[src/rtl/udp_decoder.sv]
// UDP header parser and checksum checker.
// Consumes the IP payload word stream, captures the 8-byte UDP header,
// forwards payload words with trailing bytes masked, and verifies the UDP
// checksum against the IPv4 pseudo-header. Reports completion on fin/ok.
module udp_decoder #(
  parameter logic [7:0] PROTO_UDP = 8'd17
) (
  input  logic        clk,
  input  logic        reset,
  input  logic [31:0] data,
  input  logic        start,
  input  logic [31:0] src_ip,
  input  logic [31:0] dest_ip,
  output logic [15:0] src_port,
  output logic [15:0] dest_port,
  output logic [15:0] udp_length,
  output logic [15:0] udp_chksum,
  output logic [15:0] len_out,
  output logic [31:0] data_out,
  output logic        wr_en,
  output logic        ok,
  output logic        fin
);

  typedef enum logic [2:0] {
    IDLE,
    HDR2,
    PAYLOAD,
    DONE_CHK,
    DONE_BAD,
    WAIT
  } state_t;

  state_t      state_q, state_d;
  logic [31:0] acc_q, acc_d;
  logic [15:0] cnt_q, cnt_d;

  logic [15:0] src_port_d, dest_port_d, udp_length_d, udp_chksum_d, len_out_d;
  logic [31:0] data_out_d;
  logic        wr_en_d, ok_d, fin_d;

  logic [15:0] word_hi, word_lo;
  logic [31:0] pseudo_sum;
  logic [15:0] remaining;
  logic        last_word;
  logic [31:0] masked;
  logic [16:0] fold1;
  logic [15:0] fold2;

  assign word_hi = data[31:16];
  assign word_lo = data[15:0];

  // Pseudo-header (addresses, protocol) plus the first header word
  assign pseudo_sum = 32'(src_ip[31:16]) + 32'(src_ip[15:0])
                    + 32'(dest_ip[31:16]) + 32'(dest_ip[15:0])
                    + 32'(PROTO_UDP) + 32'(word_hi) + 32'(word_lo);

  // Bytes still owed by the datagram; only meaningful in PAYLOAD where cnt < len_out
  assign remaining = len_out - cnt_q;
  assign last_word = (17'(cnt_q) + 17'd4) >= 17'(len_out);

  // Zero the bytes of the final word that lie beyond the UDP length
  always_comb begin
    masked = data;
    case (remaining)
      16'd1:   masked = {data[31:24], 24'h0};
      16'd2:   masked = {data[31:16], 16'h0};
      16'd3:   masked = {data[31:8], 8'h0};
      default: masked = data;
    endcase
  end

  // One's-complement fold of the 32-bit accumulator down to 16 bits
  always_comb begin
    fold1 = 17'(acc_q[31:16]) + 17'(acc_q[15:0]);
    fold2 = fold1[15:0] + 16'(fold1[16]);
  end

  // State register
  always_ff @(posedge clk or posedge reset) begin
    if (reset) state_q <= IDLE;
    else       state_q <= state_d;
  end

  // Next-state decision
  always_comb begin
    state_d = state_q;
    case (state_q)
      IDLE:    if (start) state_d = HDR2;
      HDR2: begin
        if (!start)                state_d = DONE_BAD;
        else if (word_hi < 16'd8)  state_d = DONE_BAD;
        else if (word_hi == 16'd8) state_d = DONE_CHK;
        else                       state_d = PAYLOAD;
      end
      PAYLOAD: begin
        if (!start)        state_d = DONE_BAD;
        else if (last_word) state_d = DONE_CHK;
      end
      DONE_CHK: state_d = WAIT;
      DONE_BAD: state_d = WAIT;
      WAIT:     if (!start) state_d = IDLE;
      default:  state_d = IDLE;
    endcase
  end

  // Next values for the registered outputs, accumulator and byte counter
  always_comb begin
    src_port_d   = src_port;
    dest_port_d  = dest_port;
    udp_length_d = udp_length;
    udp_chksum_d = udp_chksum;
    len_out_d    = len_out;
    data_out_d   = data_out;
    acc_d        = acc_q;
    cnt_d        = cnt_q;
    wr_en_d      = 1'b0;
    ok_d         = 1'b0;
    fin_d        = 1'b0;
    case (state_q)
      IDLE: begin
        if (start) begin
          src_port_d  = word_hi;
          dest_port_d = word_lo;
          acc_d       = pseudo_sum;
        end
      end
      HDR2: begin
        if (start) begin
          udp_length_d = word_hi;
          udp_chksum_d = word_lo;
          len_out_d    = word_hi - 16'd8;
          // Length appears in both the pseudo-header and the UDP header
          acc_d        = acc_q + 32'(word_hi) + 32'(word_hi) + 32'(word_lo);
          cnt_d        = '0;
        end
      end
      PAYLOAD: begin
        if (start) begin
          data_out_d = masked;
          wr_en_d    = 1'b1;
          acc_d      = acc_q + 32'(masked[31:16]) + 32'(masked[15:0]);
          cnt_d      = cnt_q + 16'd4;
        end
      end
      DONE_CHK: begin
        fin_d = 1'b1;
        ok_d  = (fold2 == 16'hFFFF) || (udp_chksum == '0);
      end
      DONE_BAD: fin_d = 1'b1;
      default: ;
    endcase
  end

  // Output and datapath registers
  always_ff @(posedge clk or posedge reset) begin
    if (reset) begin
      src_port   <= '0;
      dest_port  <= '0;
      udp_length <= '0;
      udp_chksum <= '0;
      len_out    <= '0;
      data_out   <= '0;
      wr_en      <= 1'b0;
      ok         <= 1'b0;
      fin        <= 1'b0;
      acc_q      <= '0;
      cnt_q      <= '0;
    end else begin
      src_port   <= src_port_d;
      dest_port  <= dest_port_d;
      udp_length <= udp_length_d;
      udp_chksum <= udp_chksum_d;
      len_out    <= len_out_d;
      data_out   <= data_out_d;
      wr_en      <= wr_en_d;
      ok         <= ok_d;
      fin        <= fin_d;
      acc_q      <= acc_d;
      cnt_q      <= cnt_d;
    end
  end

endmodule
[config.mk]
export PLATFORM = sky130hd
export DESIGN_NAME = udp_decoder
export DESIGN_NICKNAME = d
export VERILOG_FILES = /design/src/rtl/udp_decoder.sv
export SDC_FILE = /design/constraint.sdc
export NUM_CORES = 1
export LEC_CHECK = 0
export CAP_MARGIN = 20
export CORE_MARGIN = 4
export CORE_UTILIZATION = 25
export DETAILED_ROUTE_END_ITERATION = 16
export PLACE_DENSITY = 0.51
export SETUP_SLACK_MARGIN = 0.4
export SYNTH_ARGS = -nofsm -noshare
export SYNTH_HDL_FRONTEND = slang
export SYNTH_SLANG_ARGS = --single-unit
[constraint.sdc]
create_clock -name clk -period 12.3 [get_ports clk]
set_input_delay 1.845 -clock clk [delete_from_list [all_inputs] [get_ports clk]]
set_output_delay 1.845 -clock clk [all_outputs]
set_load 0.02 [all_outputs]
# Yosys cells after proc, flatten, opt, wreduce, memory -nomap -nowiden
# Index checks and enable logic that the tools add are counted.
[word_totals]
ff_bits = 166
output_inout_bits = 115
inputBits = 99
elab_cells = 78
[classes]
n_addsub = 17
order_cmp = 2
muxes = 20
n_reduce_logical = 12
eq_ne = 15
[ops]
columns = ["cell", "n"]
rows = [
  ["adder 32 x 16 -> 32 bit", 5],
  ["two-way mux 32 bit", 3],
  ["case mux 32 bit (3 select lines)", 1],
  ["case mux 24 bit (3 select lines)", 1],
  ["adder 16 x 16 -> 17 bit", 2],
  ["equality test 16 x 2 -> 1 bit (second input constant)", 2],
  ["two-way mux 16 bit", 2],
  ["case mux 16 bit (2 select lines)", 1],
  ["adder 21 x 16 -> 22 bit", 1],
  ["adder 20 x 16 -> 21 bit", 1],
  ["adder 19 x 5 -> 20 bit (second input constant)", 1],
  ["adder 18 x 16 -> 19 bit", 1],
  ["adder 17 x 16 -> 18 bit", 1],
  ["two-way mux 3 bit", 6],
  ["adder 16 x 3 -> 17 bit (second input constant)", 1],
  [">= comparator 17 x 16 -> 1 bit", 1],
  ["adder 16 x 1 -> 16 bit", 1],
  ["adder 16 x 3 -> 16 bit (second input constant)", 1],
  ["equality test 16 x 1 -> 1 bit (second input constant)", 1],
  ["equality test 16 bit (second input constant)", 1],
  ["equality test 16 x 4 -> 1 bit (second input constant)", 1],
  ["zero test 16 bit", 1],
  ["less-than comparator 16 x 4 -> 1 bit (second input constant)", 1],
  ["subtractor 16 bit", 1],
  ["16 further kinds", 28],
]

# Longest topological paths before layout
# Gate-level depths: netlist (run 1).
[logic_depth]
depth_word = 8
ltp_mapped = 26
depth_no_buf = 24

# Least setup slack after synthesis (run 1)
# OpenSTA, ideal clock, no wires.
[synth_path]
path_kind = "flip-flop to flip-flop"
start = "reg len_out[5]"
end = "reg acc_q[23]"
path_buffers = 1
stages_incl_launch_ff = 22
path_slack_ns = 6.010
period_less_slack_ns = 6.290
t_arrival_ns = 6.159
setup_time_ns = 0.131
t_required_ns = 12.169
path_cell_list = "dfrtp_1 > ha_1 > a21o_1 > a222oi_1 > or4b_1 > or4_1 > a311oi_2 > nand4_4 > or3_1 > clkbuf_1 > and2_1 > fa_1 > ha_1 > o21ai_0 > o21ai_0 > nor4bb_1 > o21ai_0 > o2bb2ai_1 > nand2_1 > mux2i_1 > nor2_1 > or3_1"
[synth_via]
elab_cells_between_ends = 9
cone_classes = "add/sub: 3; eq/ne: 3; mux: 3"
[synth_lines]
columns = ["element", "line_no", "text"]
rows = [
  ["start: declaration", "18", "output logic [15:0] len_out,"],
  ["start signal: assignment", "174", "len_out <= len_out_d;"],
  ["subtractor 16 bit *", "59", "assign remaining = len_out - cnt_q;"],
  ["equality test 16 x 2 -> 1 bit / equality test 16 x 1 -> 1 bit (equally long branches)", "65", "case (remaining)"],
  ["case mux 24 bit (3 select lines) *", "65", ""],
  ["net masked[5]", "46", "logic [31:0] masked;"],
  ["adder 32 x 16 -> 32 bit *", "142", "acc_d = acc_q + 32'(masked[31:16]) + 32'(masked[15:0]);"],
  ["two-way mux 32 bit *", "139", "if (start) begin"],
  ["case mux 32 bit (3 select lines) *", "120", "case (state_q)"],
  ["end signal: assignment", "167", "acc_q <= '0;"],
  ["end signal: assignment", "179", "acc_q <= acc_d;"],
  ["end: declaration", "35", "logic [31:0] acc_q, acc_d;"],
]
# Mark *: on every way through the listed nets, which the timed path passes. The rest lies on a longest branch. The select of a mux whose other input is x is not followed.
# A chain may end at the register's enable or synchronous reset.

# Worst setup path after layout (run 1)
[layout_path]
start = "reg cnt_q[11]"
end = "reg acc_q[25]"
[layout_via]
elab_chain_cells = 7
elab_cells_between_ends = 9
cone_classes = "add/sub: 3; eq/ne: 3; mux: 3"
[layout_rtl]
columns = ["element", "line_no", "text"]
rows = [
  ["start: declaration", "36", "logic [15:0] cnt_q, cnt_d;"],
  ["start signal: assignment", "180", "cnt_q <= cnt_d;"],
  ["subtractor 16 bit *", "59", ""],
  ["equality test 16 x 2 -> 1 bit / equality test 16 x 1 -> 1 bit (equally long branches)", "65", ""],
  ["case mux 24 bit (3 select lines) *", "65", ""],
  ["adder 32 x 16 -> 32 bit", "142", ""],
  ["adder 32 x 16 -> 32 bit *", "142", ""],
  ["two-way mux 32 bit *", "139", ""],
  ["case mux 32 bit (3 select lines) *", "120", ""],
]
# Mark *: on every way between the ends. The rest lies on a longest branch, timed or not. The select of a mux whose other input is x is not followed.

==> results of run 1 <==
[metal layers]
metal | routed length, µm | share of wire [%] | GRT usage (%)
met2 | 24000 | 46 | 28.0
met3 | 2590 | 5.0 | 3.51
met5 | 0 | 0 | 0
met1 | 23200 | 45 | 23.1
met4 | 1900 | 3.7 | 6.80
[cell usage after synthesis, types with 5 or more instances]
cell type  number
a22o_1          9
or3_1          13
o21ai_0        98
o31ai_1         5
o21a_1          9
o22ai_1         7
a22oi_1         6
and3_1         14
mux2i_1        11
o21bai_1       10
fa_1           96
dfrtp_1       161
mux2_2         33
o211ai_1        6
nand2_1       205
a41oi_1         6
ha_1          119
nand3_1        23
nand4_1        15
nor4_1         18
a211oi_1       21
inv_1          78
nor2_1        130
xor2_1         25
a21o_1         29
nand2b_1       17
xnor2_1        52
nor2b_1        20
a221oi_1        5
a21oi_1        97
clkbuf_1       52
a31oi_1        21
and2_1         13
nor3_1         36
[area by class of cell]
type,count,area [µm²],area share [%]
tap,748,936,5.33
multi-input combinational,1231,9410,53.6
timing repair buffer,236,2310,13.2
sequential,161,4030,23.0
clock buffer,21,470,2.68
clock inverter,10,104,0.592
inverter,78,298,1.70
[cell families (layout without fill, tap and decap cells)]
logic type                 count (synthesis)  count (layout)  synth area share, %
muxes                                     44              44                 3.46
xor gates and xnor gates                  77              77                 4.85
other                                      2               2               0.0540
and+or+nand+nor                          527             527                 17.8
buffers and inverters                    135             345                 3.72
AOI/OAI and AO/OA                        366             366                 16.6
DFF                                      161             161                 29.0
adders and majority gates                215             215                 24.5
[power by group through the flow]
stage | Sequential, mW | Clock (mW) | Combinational [mW]
after global placement | 1.01 | 0 | 3.22
after detailed placement | 1.02 | 0 | 3.23
after CTS | 1.01 | 0.568 | 3.25
after global routing | 1.04 | 0.583 | 3.59
final | 0.999 | 0.549 | 3.23
after floorplan | 1.11 | 0 | 2.00
[flip-flops by register name, summed over array words and instances (netlist names)]
register / cells
acc_q: 32
cnt_q: 14
data_out: 32
dest_port: 16
fin: 1
len_out: 13
ok: 1
src_port: 16
state_q: 3
udp_chksum: 16
udp_length: 16
wr_en: 1
[worst max-delay path, delay by kind of cell, from the launching register on]
kind                       cells  cell delay [ns]
AOI/OAI and AO/OA              9             2.58
adders and majority gates      4             1.28
buffers and inverters          2             0.17
DFF                            1             0.42
and+or+nand+nor                7             2.72
[cells in the final DEF, fill, tap and decap left out, types with 22 or more instances in the layout]
cell	instances
nand2_1	203
nand3_1	23
nor2_1	128
dfrtp_1	161
fa_1	96
inv_1	76
mux2_2	33
xor2_1	25
ha_1	119
nor3_1	36
o21ai_0	98
buf_4	22
xnor2_1	52
a21oi_1	96
a21o_1	29
clkdlybuf4s50_1	213
[final timing paths]
check                                         start                        to  slack [ns]  depth (start not counted)
max                           cnt_q[11]$_DFFE_PP0P_     acc_q[25]$_DFFE_PP0P_        4.96                         22
min                        data_out[24]$_DFFE_PP0P_  data_out[24]$_DFFE_PP0P_        0.48                          2
max reg2reg                   cnt_q[11]$_DFFE_PP0P_     acc_q[25]$_DFFE_PP0P_        4.96                         22
min reg2reg                data_out[24]$_DFFE_PP0P_  data_out[24]$_DFFE_PP0P_        0.48                          2
max in group asynchronous                     reset     acc_q[20]$_DFFE_PP0P_        9.20                          3
min in group asynchronous                     reset  dest_port[0]$_DFFE_PP0P_        1.85                          2
[per-stage QoR]
step	cell area (µm²)	worst slack, ns
2_1_floorplan	13900	6.01
3_3_place_gp	17000	4.67
3_5_place_dp	17000	4.62
4_1_cts	17500	5.01
5_1_grt	17600	4.28
6_report	17600	4.96
==> impl_results.md, run 1 <==
* Leakage at 7.47 nW
* Post CTS Setup Buffer Count at 0
* Final setup viols at 0
* Sw Share at 49.1%
* DIE AREA at 0.0595 mm²
* Total track usage at 17.4%
* Worst-Skew Late Latency at 0.49 ns
* Post-synth EDFFs at 0
* # IOs at 214
* Slew Limit Fails at 0
* Gate Count Post-Synth at 1,527
* Fin cells at 2,485
* # port buffers at 213
* Nets at 2,039
* Psw at 2.35 mW
* Final Power at 4.78 mW
* Hold Path Class: register to register
* Post-layout util at 31.9%
* Syn Area/Cell at 9.11 µm²
* Clock slew at reported path FFs at 0.07 ns
* Drt first pass iters at 5
* IR drop worst, VDD at 0.103 mV
* Gp weighted congestion at 0.888
* Post-DP HPWL at 39,900 µm
* Initial antenna violation count at 2
* CP cell instances: inv_1, ha_1, a21o_1, a222oi_1, or4b_1, or4_1, a311oi_2, nand4_4, nor3_2, nand2b_1, fa_1, inv_1, ha_1, fa_1, a211oi_1, o21ai_0, nor4bb_1, o21ai_0, o2bb2ai_1, nand2_1, o311ai_0, o221ai_1
* Drt drc at 0
* Final ANT Viol Nets at 0
* Combinational fraction of design power at 67.6%
* CTS sink count at 161
* RSZ-0062 raised after global routing: false
* Worst Skew at 0.0127 ns
* Slew HR at 28.8%
* First-iteration detailed-routing DRC count at 838
* Vias in the first global route at 12,500
* Via count at 12,300
* Via density at 4.95
* Root Driver: clkbuf_16
* CP required at 12.64 ns
* Pwr per Cell Area at 272 mW/mm²
* Top cells by area, synth: dfrtp_1 29%, fa_1 14%, ha_1 11%, nand2_1 5.5%, o21ai_0 3.5%
* Die height at 244 µm
* F_max at 136 MHz
* Worst slew pin tran at 1.06 ns
* Largest net degree at the start of global routing at 70
* Pint at 2.43 mW
* Crit path kind: register to register
* Setup TNS at 0 ns
* DP Cell Count at 2,453
* Ys flop type: dfrtp_1
* Crit start category: register
* CTS buffer count at 17
* Max-cap violations at 0
* Gr ovfl total at 0
* Final worst-path cycle share at 59.6%
* Ant diodes at 0
* Initial Util at 25.3%
* Final hold violation count at 0
* Sequential share of power at 20.9%
* Post-route minimum period at 7.34 ns
* First-pass GRT wire length at 78,500 µm
* Hold buffer count at CTS at 0
* CP Capture Type: register
* # resized after CTS at 0
* Hold WS at 0.480 ns
* H-tree Lvls at 4
* Max incr delay on CP at 0.62 ns
* Crit path max-delay cell type: o2bb2ai_1
* CORE AREA at 0.0551 mm²
* Layout area overhead at 26.2%
* CP max FO at 9
* Die width at 244 µm
* Clock power share at 11.5%
* Unique cell type count in the Yosys netlist at 70
* Seq/Total Area, Yosys at 29.0%
* Post-synth ARST share at 100%
* Fillers at 5,814
* Wire per inst at 20.8 µm
* Share of layout cells above drive strength 1 at 6.10%
* Yosys warning total at 0
* #FFs+latches synth at 161
* Syn nets at 1,841
* Biggest area consumer among synthesized cells: dfrtp_1
* CTS tree: done
* Worst EP arrival at 7.68 ns
* Cell Area, Synth at 0.0139 mm²
* Synth top area share at 29.0%
* Num rows at 86
* Outcome: complete, no violations
* CTS max path bufs at 2
* DRT Wirelength at 51,700 µm
No activity file was read; power rests on OpenSTA's default activity.
==> run 2, diff against run 1 <==
clock period = 6.9 ns   (was 12.3 ns; I/O delays follow)
==> run 2 against run 1 <==
Via count increased by 0.64%. Non-clock buffer count up 48. Global-route usage decreased by 0.11 points. Worst setup slack got worse by 4.3 ns.
==> impl_results.md, run 2 (synthesized netlist as in run 1, its figures left out) <==
* Outcome: complete, no violations
* Leakage at 7.71 nW (+3.3%)
* Final hold violation count at 0 (unchanged)
* First-iteration detailed-routing DRC count at 859 (+2.5%)
* H-tree Lvls at 4 (unchanged)
* Crit path kind: register to register
* RSZ-0062 raised after global routing: false
* Setup TNS at 0 ns (unchanged)
* Crit start category: register
* Most frequent cells in the layout: 213 x clkdlybuf4s50_1, 203 x nand2_1, 159 x dfrtp_1
* Die width at 244 µm (unchanged)
* Worst Skew at 0.0242 ns (+0.0115 ns)
* Nets at 2,087 (+2.4%)
* F_max at 161 MHz (+18%)
* Total track usage at 17.3% (-0.11 points)
* CTS buffer count at 17 (unchanged)
* CTS sink count at 161 (unchanged)
* CP Capture Type: register
* Wire per inst at 20.4 µm (-2.0%)
* Root Driver: clkbuf_16
* Worst slew pin tran at 1.02 ns (-0.0422 ns)
* IR drop worst, VDD at 0.178 mV (+72%)
* CTS tree: done
* DIE AREA at 0.0595 mm² (unchanged)
* Worst EP arrival at 6.55 ns (-1.13 ns)
* Post-route minimum period at 6.22 ns (-1.12 ns)
* Final setup viols at 0 (unchanged)
* Clock slew at reported path FFs at 0.07 ns (about the same)
* # port buffers at 213 (unchanged)
* Largest regs: acc_q: 32 flops, data_out: 32 flops
* Gp weighted congestion at 0.883 (-0.48%)
* Max-cap violations at 0 (unchanged)
* CP max FO at 8 (-1)
* DRT Wirelength at 51,700 µm (about the same)
* Die height at 244 µm (unchanged)
* Via density at 4.88 (-1.3%)
* Hold buffer count at CTS at 0 (unchanged)
* Post-layout util at 32.8% (+0.95 points)
* Commonest non-fill, non-tap cell in the layout: clkdlybuf4s50_1
* Share of layout cells above drive strength 1 at 10.1% (+4.0 points)
* Worst R2R Path Depth at 24 (+9.1%)
* Vias in the first global route at 12,600 (+0.95%)
* Initial Util at 25.3% (unchanged)
* First-pass GRT wire length at 79,000 µm (+0.68%)
* Hold Path Class: register to register
* Slew Limit Fails at 0 (unchanged)
* CP required at 7.24 ns (-5.40 ns)
* Final ANT Viol Nets at 0 (unchanged)
* Layout area overhead at 29.9%
* Via count at 12,400 (+0.64%)
* Pwr per Cell Area at 482 mW/mm² (+77%)
* Initial antenna violation count at 1 (-1)
* Worst-Skew Late Latency at 0.47 ns (-0.02 ns)
* Gr ovfl total at 0 (unchanged)
* Slew HR at 31.9% (+3.1 points)
* Post-DP HPWL at 40,500 µm (+1.5%)
* Hold path depth at 2 (unchanged)
* Num rows at 86 (unchanged)
* # IOs at 214 (unchanged)
* Drt drc at 0 (unchanged)
* CTS max path bufs at 2 (unchanged)
* Fillers at 5,800 (-0.24%)
* CORE AREA at 0.0551 mm² (unchanged)
* Final worst-path cycle share at 90.1% (+30 points)
* Largest net degree at the start of global routing at 60 (-14%)
* Drt first pass iters at 5 (unchanged)
run 2: cell count changes in the layout (fill, tap and decap cells not counted), sizes merged, moves of 3 or more:
cell	previous run	this run
inv	79	82
clkinv	7	4
buf	23	70
clkinvlp	1	5
run 2: layout make-up:
cell class                      instances  area, µm²  share of cell area [%]
Tap cell                              748        936                    5.18
Sequential cell                       161       4030                    22.3
Antenna cell                            1       2.50                  0.0138
Clock buffer                           19        443                    2.45
Inverter                               78        298                    1.65
Clock inverter                         13        104                   0.574
Multi-Input combinational cell       1231       9580                    53.0
Timing Repair Buffer                  284       2680                    14.8
run 2: metrics by stage:
step / area (µm²) / power [mW] / hold WS (ns) / instances / worst slack (ns)
after floorplan: 13900 / 5.55 / 0.445 / 1527 / 0.610
after global placement: 17200 / 7.57 / 0.461 / 2491 / 0.170
after detailed placement: 17200 / 7.62 / 0.463 / 2491 / 0.0500
after CTS: 17800 / 8.63 / 0.480 / 2523 / 0.411
after global routing: 18100 / 9.52 / 0.501 / 2534 / 0.391
final: 18100 / 8.72 / 0.477 / 2535 / 0.684
run 2: critical path, cell delays in order (launching register included):
cell and delay (ns):
dfrtp_1 0.39, inv_1 0.16, ha_4 0.24, o21a_1 0.18
nor2_1 0.12, xnor2_1 0.07, or4b_1 0.49, or4_1 0.53
a311oi_2 0.36, nand4_4 0.16, buf_6 0.18, nor3_2 0.18
buf_6 0.16, nor2b_1 0.06, fa_1 0.49, ha_2 0.33
a21oi_2 0.16, inv_1 0.10, a2111oi_4 0.34, a21oi_2 0.12
a221o_1 0.43, and2_4 0.19, nand2_1 0.08, o221ai_1 0.11
or3b_2 0.48
run 2: worst paths after layout:
| check | from | to | slack (ns) |
|---|---|---|---|
| hold reg to reg | data_out[28]$_DFFE_PP0P_ | data_out[28]$_DFFE_PP0P_ | 0.48 |
| hold / removal | data_out[28]$_DFFE_PP0P_ | data_out[28]$_DFFE_PP0P_ | 0.48 |
| setup / recovery | cnt_q[8]$_DFFE_PP0P_ | acc_q[18]$_DFFE_PP0P_ | 0.68 |
| min in group asynchronous | reset | dest_port[8]$_DFFE_PP0P_ | 1.03 |
| max in group asynchronous | reset | udp_length[9]$_DFFE_PP0P_ | 4.58 |
| setup reg to reg | cnt_q[8]$_DFFE_PP0P_ | acc_q[18]$_DFFE_PP0P_ | 0.68 |
run 2: per-layer routing:
| metal | global-route usage (%) | routed length (µm) | vias up |
|---|---|---|---|
| met3 | 2.43 | 2240 | 35 |
| met2 | 29.0 | 24600 | 317 |
| met5 | 0 | 0 | - |
| met1 | 24.0 | 24100 | 6131 |
| met4 | 3.49 | 680 | 0 |
| li1 | - | - | 5894 |
run 2: where the power goes:
group          internal, mW  switching [mW]
Sequential             1.33           0.417
Clock                 0.475           0.451
Combinational          2.69            3.36
run 2: timing repair:
item / in CTS / in global routing
pin swaps: 1 / 12
buffers inserted: 0 / 10
endpoints found under the hold margin: 0 / 0
resized for setup: 6 / 37
setup endpoints to repair: 9 / 18
==> run 3, diff against run 2 <==
CORE_MARGIN = not set   (was 4)
PLACE_DENSITY = 0.54   (was 0.51)
==> run 3 against run 2 <==
Sequential share of layout area fell by 0.17 points. Hold slack improved by 0.0062 ns. Wire length fell by 3.1%. Critical path depth fell by 2. Maximum frequency fell by 0.63%. Register-to-register slack got worse by 0.04 ns. Final area rose by 0.79%. Utilization rose by 0.26 points. Critical path type unchanged. Largest power group unchanged.
==> impl_results.md, run 3 (synthesized netlist as in run 1, its figures left out) <==
* Outcome: complete, no violations
* Hold path depth at 2 (unchanged)
* Final hold violation count at 0 (unchanged)
* Crit-path leading delay family: simple AND/OR/NAND/NOR gates
* R2R Setup Slk at 0.65 ns (-0.04 ns)
* Drt drc at 0 (unchanged)
* CTS tree: done
* Worst slew pin tran at 1.01 ns (-0.0158 ns)
* DIE AREA at 0.0566 mm² (-4.9%)
* DRT Wirelength at 50,000 µm (-3.1%)
* Leakage at 7.80 nW (+1.2%)
* Worst Setup Slack, final at 0.645 ns (-0.0392 ns)
* Largest net degree at the start of global routing at 77 (+28%)
* Met1 Wirelength at 22,900 µm (-5.0%)
* # IOs at 214 (unchanged)
* Commonest non-fill, non-tap cell in the layout: clkdlybuf4s50_1
* Die height at 238 µm (-2.5%)
* CORE AREA at 0.0551 mm² (unchanged)
* Top layer reached by signal wires: met5
* Crit path kind: register to register
* Vias in the first global route at 12,300 (-2.4%)
* CP max FO at 8 (unchanged)
* CP required at 7.25 ns (about the same)
* Slew HR at 32.9% (+1.1 points)
* Initial antenna violation count at 1 (unchanged)
* RSZ-0062 raised after global routing: true
* Hold Path Class: register to register
* Via count at 12,300 (-0.36%)
* Max-cap violations at 0 (unchanged)
* First-iteration detailed-routing DRC count at 812 (-5.5%)
* Worst EP arrival at 6.60 ns (+0.05 ns)
* Ant diodes at 0 (-1)
* Slew Limit Fails at 0 (unchanged)
* Gr ovfl total at 0 (unchanged)
* Share of layout cells above drive strength 1 at 10.9% (+0.80 points)
* Max incr delay on CP at 0.53 ns (about the same)
* Setup TNS at 0 ns (unchanged)
* Final worst-path cycle share at 90.7% (+0.57 points)
* Crit path buf inv count at 1 (-3)
* Worst R2R Path Depth at 22 (-8.3%)
* Final setup viols at 0 (unchanged)
* H-tree Lvls at 4 (unchanged)
* Worst-Skew Late Latency at 0.47 ns (about the same)
* Final Power at 8.83 mW (+1.3%)
* Final ANT Viol Nets at 0 (unchanged)
* Post-DP HPWL at 39,200 µm (-3.1%)
* CTS max path bufs at 2 (unchanged)
* IR drop worst, VDD at 0.195 mV (+10%)
* Hold buffer count at CTS at 0 (unchanged)
* Die width at 238 µm (-2.5%)
* Initial Util at 25.3% (unchanged)
* Worst Min Path Start: udp_length[8]$_DFFE_PP0P_
* Nets at 2,093 (+0.29%)
* Clock slew at reported path FFs at 0.07 ns (about the same)
* FF-to-FF Start: cnt_q[8]$_DFFE_PP0P_
* Setup WS pre-CTS at 0.149 ns (+0.0986 ns)
* Wire per inst at 19.7 µm (-3.3%)
* Num rows at 86 (unchanged)
* Most frequent cells in the layout: 213 x clkdlybuf4s50_1, 203 x nand2_1, 159 x dfrtp_1
* Met2 wire len at 23,600 µm (-4.3%)
* Setup crit start: cnt_q[8]$_DFFE_PP0P_
* Crit start category: register
* F_max at 160 MHz (-0.63%)
* Layout area overhead at 31.0%
* CTS sink count at 161 (unchanged)
* Gp weighted congestion at 0.893 (+1.0%)
* Worst Skew at 0.0191 ns (-0.00504 ns)
* CP Capture Type: register
* Largest regs: acc_q: 32 flops, data_out: 32 flops
* WL met3 at 2510 µm (+12%)
* CTS buffer count at 17 (unchanged)
* Hold Path End: udp_length[8]$_DFFE_PP0P_
* Crit path max-delay cell type: or4_1
* CP cell instances: inv_2, ha_2, o21a_1, o21bai_1, o221ai_1, or4b_1, or4_1, a311oi_2, nand4_4, or3_4, and2_1, fa_1, ha_1, a21oi_2, o21ai_2, a2111oi_4, a21oi_2, a221o_1, and2_4, nand2_1, o221ai_1, or3b_2
* Total track usage at 18.0% (+0.70 points)
* # port buffers at 213 (unchanged)
* Drt first pass iters at 5 (unchanged)
* First-pass GRT wire length at 76,300 µm (-3.4%)
* Post-route minimum period at 6.25 ns (+0.0392 ns)
* Root Driver: clkbuf_16
* Pwr per Cell Area at 485 mW/mm² (+0.50%)
* Via density at 4.86 (-0.56%)
* RR Endpoint: acc_q[18]$_DFFE_PP0P_
==> run 3: changes by cell type in the layout (fill, tap and decap cells not counted), moves of 2 or more <==
cell / change
buf_4: +7
clkinvlp_4: -4
inv_8: +4
bufinv_16: +3
a211oi_2: +2
clkinv_4: -2
ha_1: -2
ha_2: +2
inv_1: -2
inv_2: +2
==> run 3: tightest hold or removal path, delay by kind of cell (launching register included) <==
| family | cells | cell delay, ns |
|---|---|---|
| simple gates | 2 | 0.11 |
| flops | 1 | 0.35 |
==> run 3: layout make-up <==
class,instances,area [µm²]
Multi-Input combinational cell,1231,9600
Clock buffer,19,453
Tap cell,748,936
Sequential cell,161,4030
Clock inverter,13,186
Fill cell,5732,36900
Timing Repair Buffer,290,2710
Inverter,78,298
==> run 3: worst max-delay path by stage <==
| stage | end | slack [ns] | cells after the start |
|---|---|---|---|
| 2_1_floorplan | acc_q[23]$_DFFE_PP0P_ | 0.61 | 21 |
| 3_3_place_gp | acc_q[18]$_DFFE_PP0P_ | 0.28 | 21 |
| 3_5_place_dp | acc_q[23]$_DFFE_PP0P_ | 0.15 | 22 |
| 4_1_cts | acc_q[18]$_DFFE_PP0P_ | 0.41 | 22 |
| 5_1_grt | acc_q[26]$_DFFE_PP0P_ | 0.34 | 23 |
| 6_report | acc_q[18]$_DFFE_PP0P_ | 0.65 | 22 |
==> run 3: stage by stage <==
| step | hold slack [ns] | util [%] | area, µm² | instances |
|---|---|---|---|---|
| after CTS | 0.481 | 32.5 | 17900 | 2523 |
| after detailed placement | 0.463 | 31.3 | 17200 | 2489 |
| after floorplan | 0.445 | - | 13900 | 1527 |
| final | 0.483 | 33.1 | 18200 | 2540 |
| after global routing | 0.503 | 33.1 | 18200 | 2540 |
| after global placement | 0.464 | 31.3 | 17200 | 2488 |
==> run 3: what timing repair did <==
| action | in CTS | in global routing |
|---|---|---|
| buffers inserted | 2 | 17 |
| setup endpoints to repair | 12 | 19 |
| pin swaps | 4 | 13 |
| resized for setup | 2 | 44 |
| hold endpoints to repair | 0 | 0 |
==> run 3: per-layer routing <==
layer / vias to the layer above / track usage, %
met1: 6043 / 24.6
met5: - / 0
met3: 58 / 2.68
met2: 338 / 29.2
li1: 5891 / -
met4: 2 / 5.43
==> run 3: where the power goes <==
part	internal (mW)	leakage (nW)	switching [mW]
sequential	1.33	2.01	0.416
clock	0.604	0.313	0.460
combinational	2.68	5.48	3.34
